[config.mk]
export PLATFORM = sky130hd
export DESIGN_NAME = alu_shift_seq
export DESIGN_NICKNAME = d
export VERILOG_FILES = /design/src/rtl/alu_shift_seq.sv
export SDC_FILE = /design/constraint.sdc
export NUM_CORES = 1
export LEC_CHECK = 0
export BUFFER_PORTS_ARGS = -buffer_cell sky130_fd_sc_hd__buf_2
export CAP_MARGIN = 10
export CORE_UTILIZATION = 30
export DETAILED_ROUTE_END_ITERATION = 8
export PLACE_DENSITY = 0.48
export SLEW_MARGIN = 25
export SYNTH_ARGS = -nofsm -noshare
export SYNTH_HDL_FRONTEND = slang
export SYNTH_SLANG_ARGS = --single-unit
[constraint.sdc]
create_clock -name clk -period 3.45 [get_ports clk]
set_clock_uncertainty 0.2 [all_clocks]
set_input_delay 1.035 -clock clk [delete_from_list [all_inputs] [get_ports clk]]
set_output_delay 1.035 -clock clk [all_outputs]
set_load 0.02 [all_outputs]
[src/rtl/alu_shift_seq.sv]
// Counted shift/rotate engine: repeats one single-bit shift or rotate per clock.
// Define ALU_SHIFT_SEQ_BARREL_EN to compute every step in the acceptance cycle.
module alu_shift_seq (
    input  logic       clk,
    input  logic       rst_n,
    input  logic       start,
    input  logic [7:0] operand_a,
    input  logic [2:0] alu_op,
    input  logic [2:0] count,
    output logic       busy,
    output logic       done,
    output logic [7:0] result,
    output logic       flag_z,
    output logic       flag_n,
    output logic       flag_c
);

    localparam logic [1:0] IDLE = 2'd0;
    localparam logic [1:0] RUN  = 2'd1;
    localparam logic [1:0] DONE = 2'd2;

    logic [1:0] state;
    logic       accept;

    // One step, returned as {bit shifted out, new value}.
    function automatic logic [8:0] shift_step(input logic [7:0] v,
                                              input logic [2:0] op);
        logic left;
        logic edge_bit;
        logic cin;
        left     = ~op[2];
        edge_bit = left ? v[7] : v[0];
        unique case (op[1:0])
            2'd0: cin = edge_bit;
            2'd1: cin = 1'b1;
            2'd2: cin = 1'b0;
            2'd3: cin = ~edge_bit;
        endcase
        if (left)
            shift_step = {v[7], v[6:0], cin};
        else
            shift_step = {v[0], cin, v[7:1]};
    endfunction

    assign accept = start && (state != RUN);
    assign busy   = (state == RUN);
    assign done   = (state == DONE);

`ifdef ALU_SHIFT_SEQ_BARREL_EN

    logic [8:0] barrel;

    always_comb begin
        barrel = {1'b0, operand_a};
        for (int i = 0; i < 7; i++) begin
            if (3'(i) < count)
                barrel = shift_step(barrel[7:0], alu_op);
        end
    end

    always_ff @(posedge clk or negedge rst_n) begin
        if (!rst_n) begin
            state  <= IDLE;
            result <= 8'h00;
            flag_z <= 1'b0;
            flag_n <= 1'b0;
            flag_c <= 1'b0;
        end else if (accept) begin
            state  <= DONE;
            result <= barrel[7:0];
            flag_c <= barrel[8];
            flag_z <= (barrel[7:0] == 8'h00);
            flag_n <= barrel[7];
        end else if (state == DONE) begin
            state <= IDLE;
        end
    end

`else

    logic [7:0] work;
    logic [2:0] op_q;
    logic [2:0] remaining;
    logic [8:0] nxt;

    assign nxt = shift_step(work, op_q);

    always_ff @(posedge clk or negedge rst_n) begin
        if (!rst_n) begin
            state     <= IDLE;
            work      <= 8'h00;
            op_q      <= 3'd0;
            remaining <= 3'd0;
            result    <= 8'h00;
            flag_z    <= 1'b0;
            flag_n    <= 1'b0;
            flag_c    <= 1'b0;
        end else if (accept) begin
            work      <= operand_a;
            op_q      <= alu_op;
            remaining <= count;
            if (count == 3'd0) begin
                // Zero count completes at once with nothing shifted out.
                state  <= DONE;
                result <= operand_a;
                flag_c <= 1'b0;
                flag_z <= (operand_a == 8'h00);
                flag_n <= operand_a[7];
            end else begin
                state <= RUN;
            end
        end else if (state == RUN) begin
            work      <= nxt[7:0];
            remaining <= remaining - 3'd1;
            if (remaining == 3'd1) begin
                state  <= DONE;
                result <= nxt[7:0];
                flag_c <= nxt[8];
                flag_z <= (nxt[7:0] == 8'h00);
                flag_n <= nxt[7];
            end
        end else if (state == DONE) begin
            state <= IDLE;
        end
    end

`endif

endmodule
======== Word-level counts from Yosys, hierarchy flattened ========
Index checks and enable logic that the tools add are counted.
word-level totals
  register bits ........................... 27
  bits in latches ......................... 0
  bits in writable memories ............... 0
  bits in read-only memories .............. 0
  input bits .............................. 17
  output and inout port bits .............. 13
  word-level logic and storage cells ...... 57
  memories kept ........................... 0
cells by class
  add/subtract/negate cells ............... 1
  multipliers ............................. 0
  divide/modulo/power cells ............... 0
  magnitude comparators ................... 0
  equal/unequal tests ..................... 9
  shifts and indexed selects .............. 0
  multiplexer cells ....................... 28
  bitwise logic cells ..................... 1
  reductions and logical operators ........ 10
operators with widths
  cell                                                                     number
  8-bit two-way mux                                                        6
  8-bit zero test                                                          2
  1-bit two-way mux                                                        13
  2-bit two-way mux                                                        5
  9-bit two-way mux                                                        1
  2-bit equality test, second input constant                               3
  3-bit two-way mux                                                        2
  2-bit by 1-bit equality test with 1-bit output, second input constant    2
  2-bit by 1-bit inequality test with 1-bit output, second input constant  2
  1-bit one-hot mux with 4 select lines                                    1
  2-bit nonzero test                                                       2
  3-bit by 1-bit equality test with 1-bit output, second input constant    1
  3-bit zero test                                                          1
  3-bit by 1-bit inequality test with 1-bit output, second input constant  1
  3-bit AND reduction                                                      1
  3-bit nonzero test                                                       1
  3-bit by 1-bit subtractor with 3-bit output, second input constant       1
  2-bit zero test                                                          1
  2-bit AND reduction                                                      1
  1-bit logical AND                                                        1
  1-bit inverter                                                           1

======== Depth between registers and ports, before layout ========
Gate-level depths: netlist (run 1).
  word-level depth ........................ 8
  gate-level depth with buffers ........... 8
  mapped depth without buffers ............ 6

======== Worst setup path before layout (run 1) ========
OpenSTA, ideal clock, no wires.
  kind .................................... in2reg
  start ................................... in count[1]
  end ..................................... reg result[0]
  setup time .............................. 125 ps
  arrival ................................. 2154 ps
  data required time ...................... 3125 ps
  path slack .............................. 971 ps
  cell stages on the path ................. 3
  buffers on the path ..................... 0
  cell sequence ........................... or4b_4 mux2_4 mux2_4
on the way
  word-level cells in the longest chain between the ends .. 3
ends and longest elaborated chain
  item                                                        line  RTL
  start: declaration                                          9     input logic [2:0] count,
  3-bit zero test                                             102   if (count == 3'd0) begin
  2-bit by 1-bit inequality test with 1-bit output (no line)  n/a
  3-bit AND reduction (no line)                               n/a
  end signal: assignment                                      105   result <= operand_a;
  end signal: assignment                                      117   result <= nxt[7:0];
  end: declaration                                            12    output logic [7:0] result,
Every way passes these cells.
A chain may end at the register's enable or synchronous reset.

======== Final worst setup path (run 1) ========
  start ................................... reg state[1]
  end ..................................... out busy
on the way
  word-level cells in the longest chain between the ends .. 1
ends and longest elaborated chain
  item                                            line  RTL
  start: declaration                              22    logic [1:0] state;
  start signal: assignment                        90    state <= IDLE;
  start signal: assignment                        104   state <= DONE;
  start signal: assignment                        110   state <= RUN;
  2-bit by 1-bit equality test with 1-bit output  46    assign busy = (state == RUN);
  end: declaration                                10    output logic busy,
Every way passes these cells.

==> results.cfg, run 1 <==
[global_routing]
grt_overflow_total = 0
grt_max_degree = 27
track_usage_pct = 13.8
grt_pass1_wl_um = 5470
antenna_found_initial = 0
grt_pass1_vias = 1141

[pwr]
worst_ir_drop_vdd_mv = 0.295
power_density_nw_per_um2 = 929
p_leak_nw = 0.819

[layout]
drive_above_1_share_pct = 23.9
area_growth_pct = 17.4
final_nets = 207
fin_area_um2 = 1730
final_cell_mix = 29 x buf_2, 26 x dfrtp_1, 23 x nand2_1
final_common_cell = buf_2
diodes = 0

[critical_path]
path_class = register to primary output
start_kind = register
critPathRequiredTime_ns = 2.21
r2r_slack_ns = 1.07
reg2reg_to = result[0]
worstPathArrival_ns = 1.42
r2r-start = state[1]
cp-end-kind = primary output
path_max_fanout = 11
crit_end = busy
r2r_cells = 5
crit_path_start = state[1]

[run_status]
status = finished clean

[clock_tree]
cts.path.max_buffers = 2
clk_pin_slew_ns = 0.10
clock-sinks = 26
insertion_delay_ns = 0.27
cts_resized = 0
hold_buffers = 0
cts_setup_buffers = 0
cts_max_level = 1
cts-buffers-inserted = 3
cts-root-buf = clkbuf_8
cts_tree = built

[timing]
setup_viol = 0
finalCritPeriodShare_pct = 77.0
holdWs_ns = 0.280
fin_ws_ns = 0.793
slew_headroom_pct = 44.4
hold_violations = 0
rsz0062_at_grt = false
clock.fmax_mhz = 376
slew_violations = 0
finalCriticalPeriod_ns = 2.66
worst_slew_pin_slew_ns = 0.832
finalSetupTns_ns = 0

[detailed_routing]
drt_wl_total_um = 3310
wl_per_cell_um = 13.2
num_vias = 1187
ant_nets = 0
vias_per_cell = 4.73
firstDrtPassIters = 4
drc_errors = 0
drtIter0Drc = 46

[placed_design]
post_dp_cell_area_um2 = 1660
globalplace.congestion = 0.747
post-place-ws_ns = 0.692
io_buffers = 29
dpl.hpwl_um = 2450

[logic_synthesis]
ys_types = 36
yosys_warnings = 0
synth_edf_count = 0
syn_nets = 181
avgSynthCellArea_um2 = 9.26
yosysSeqAreaShare_pct = 44.2
ys_ff_latch = 26
synth_ff_type = dfrtp_1
async_flop_share_pct = 100
syn_inst = 159
synth_area_um2 = 1470

[min_path]
holdCritPathClass = register to register

[die]
core-area_um2 = 4720
ios = 30
row_count = 25
die-width_um = 72.1
die_h_um = 72.1
die_area_um2 = 5190
floorplan.initialDensity_pct = 31.2

[flow_run]
maxCapViolations = 0
## through the flow
stage,util [%],instances,total power (W)
after global placement,35.1,247,0.00134
after detailed placement,35.1,247,0.00137
after CTS,36.6,251,0.00163
final,36.6,251,0.00161
after floorplan,-,159,0.00116
after global routing,36.6,251,0.00175
## layer usage
metal / share of wire [%] / GRT usage (%) / wire (µm)
met1: 48 / 19.5 / 1600
met2: 47 / 21.0 / 1550
met3: 3.8 / 2.36 / 125
met4: 1.3 / 5.23 / 42
met5: 0 / 0 / 0
## sequential cells by signal, indices dropped and copies added, names as in the netlist
register / cells
flag_c: 1
flag_z: 1
op_q: 3
remaining: 3
result: 8
state: 2
work: 8
## cell type report
cell class | instances | area, µm²
inverter | 7 | 27.5
timing repair buffer | 30 | 153
fill | 493 | 2990
sequential | 26 | 651
tap | 67 | 83.8
clock buffer | 3 | 41.3
clock inverter | 1 | 30.0
multi-input combinational | 117 | 743
## synth_stat cells, types with 2 or more instances
cell | instances | area share (%)
dfrtp_1 | 26 | 44
nand2_1 | 23 | 5.9
a21oi_1 | 14 | 4.8
mux2i_1 | 11 | 7.5
nor2_1 | 11 | 2.8
o21ai_0 | 10 | 3.4
inv_1 | 6 | 1.5
nor2b_1 | 6 | 2.5
buf_2 | 5 | 1.7
ha_1 | 5 | 4.2
nand2b_1 | 5 | 2.1
o21ai_2 | 4 | 2.4
nand3_1 | 3 | 1.0
nor4_1 | 3 | 1.3
o21ai_1 | 3 | 1.0
clkbuf_1 | 2 | 0.51
mux2_4 | 2 | 2.0
or3_1 | 2 | 0.85
## worst max-delay path: stages (launching register included)
cell and delay, ns:
dfrtp_1 0.42, inv_1 0.09, ha_1 0.39, buf_2 0.24
## worst min path at each step
stage,startpoint,endpoint,slack [ns],cells after the start
floorplan,op_q[1],op_q[1],0.26,2
global placement,result[4],result[4],0.26,2
detailed placement,result[5],result[5],0.27,2
CTS,result[5],result[5],0.29,2
global route,result[4],result[4],0.31,2
finish,result[5],result[5],0.28,2
## cell families after synthesis
logic type,Yosys count,share of synthesized area [%]
DFF,26,44.2
buffers and inverters,16,5.35
adders and majority gates,5,4.25
muxes,14,10.3
and+or+nand+nor,57,18.9
xor gates and xnor gates,1,0.595
AOI/OAI and AO/OA,40,16.5
## where the power goes
part           internal [W]  switching, W  total, W
Clock              0.000155     0.0000976  0.000253
Combinational      0.000315      0.000436  0.000752
Sequential         0.000452      0.000150  0.000601
Total              0.000922      0.000683   0.00161
Power figures use the tool's default switching activity.
==> run 2: changes to the inputs <==
==> constraint.sdc (replaced) <==
create_clock -name clk -period 2.76 [get_ports clk]
set_clock_uncertainty 0.2 [all_clocks]
set_input_delay 0.828 -clock clk [delete_from_list [all_inputs] [get_ports clk]]
set_output_delay 0.828 -clock clk [all_outputs]
set_load 0.02 [all_outputs]
==> results.cfg, run 2 (synthesized netlist as in run 1, its figures left out) <==
[pwr]
power_density_nw_per_um2 = 1120
p_leak_nw = 0.815
worst_ir_drop_vdd_mv = 0.392

[clock_tree]
clk_pin_slew_ns = 0.09
insertion_delay_ns = 0.27
clock-sinks = 26
hold_buffers = 0
cts_tree = built
cts_max_level = 1
cts.path.max_buffers = 2
cts-root-buf = clkbuf_8
cts-buffers-inserted = 3
cts_setup_buffers = 0
cts_resized = 0

[detailed_routing]
firstDrtPassIters = 4
drt_wl_total_um = 3340
wl_per_cell_um = 13.2
ant_nets = 0
vias_per_cell = 4.75
drc_errors = 0
num_vias = 1198
drtIter0Drc = 62

[layout]
final_nets = 209
fillerInstances = 487
fin_area_um2 = 1710
final_common_cell = buf_2
drive_above_1_share_pct = 24.3
area_growth_pct = 16.4
reg_top3 = result (8), work (8)
final_cell_mix = 29 x buf_2, 26 x dfrtp_1, 23 x nand2_1
utilization_pct = 36.3
diodes = 0

[placed_design]
globalplace.congestion = 0.743
io_buffers = 29
dpl.hpwl_um = 2500
post_dp_cell_area_um2 = 1670

[timing]
setup_viol = 0
rsz0062_at_grt = false
slew_violations = 0
worst_slew_pin_slew_ns = 0.591
finalCriticalPeriod_ns = 2.34
hold_violations = 0
clock.fmax_mhz = 427
slew_headroom_pct = 60.6
finalSetupTns_ns = 0
finalCritPeriodShare_pct = 84.9

[die]
row_count = 25
die-width_um = 72.1
core-area_um2 = 4720
die_h_um = 72.1
ios = 30
floorplan.initialDensity_pct = 31.2
die_area_um2 = 5190

[min_path]
holdCritPathClass = register to register

[critical_path]
crit_end = busy
start_kind = register
crit_path_start = state[1]
r2r-start = state[1]
critPathRequiredTime_ns = 1.73
r2r_cells = 5
cp-end-kind = primary output
path_class = register to primary output
path_max_fanout = 10
reg2reg_to = result[0]
worstPathArrival_ns = 1.32
r2r_slack_ns = 0.70

[run_status]
status = finished clean

[global_routing]
grt_pass1_vias = 1168
track_usage_pct = 14.1
antenna_found_initial = 0
grt_pass1_wl_um = 5580
grt_overflow_total = 0
grt_max_degree = 27

[flow_run]
maxCapViolations = 0
run 2: metal layers:
| metal | vias to the layer above | wire length [µm] | track usage, % |
|---|---|---|---|
| li1 | 605 | - | - |
| met1 | 569 | 1570 | 18.2 |
| met2 | 20 | 1600 | 23.3 |
| met3 | 4 | 112 | 2.36 |
| met4 | 0 | 51 | 5.88 |
| met5 | - | 0 | 0 |
run 2: how the worst min path moves through the flow:
stage / startpoint / cells past startpoint / end
5_1_grt: result[3] / 2 / result[3]
6_report: result[4] / 2 / result[4]
2_1_floorplan: op_q[1] / 2 / op_q[1]
4_1_cts: result[5] / 2 / result[5]
3_3_place_gp: result[4] / 2 / result[4]
3_5_place_dp: result[2] / 2 / result[2]
run 2: final cells by class:
class | instances | area [µm²] | area share (%)
timing repair buffer | 32 | 168 | 9.78
inverter | 7 | 27.5 | 1.61
multi-input combinational | 117 | 743 | 43.4
clock buffer | 3 | 41.3 | 2.41
sequential | 26 | 651 | 38.0
tap | 67 | 83.8 | 4.89
run 2: where the power goes:
part | switching, W | total (W) | internal (W)
clock network | 0.000119 | 0.000217 | 0.0000980
logic | 0.000555 | 0.000963 | 0.000407
registers | 0.000181 | 0.000746 | 0.000565
total | 0.000856 | 0.00193 | 0.00107
run 2: worst max-delay path: stages (launching register included):
cell and delay [ns]:
dfrtp_1 0.42, inv_1 0.09, ha_1 0.18, buf_4 0.17, buf_2 0.17
run 2: metrics by stage:
stage / worst slack (ns) / hold slack (ns) / instances / power [W]
after global placement: 0.230 / 0.262 / 249 / 0.00169
after detailed placement: 0.199 / 0.268 / 249 / 0.00173
final: 0.416 / 0.279 / 252 / 0.00193
after global routing: 0.336 / 0.313 / 252 / 0.00211
after floorplan: 0.488 / 0.260 / 159 / 0.00146
after CTS: 0.413 / 0.289 / 252 / 0.00195
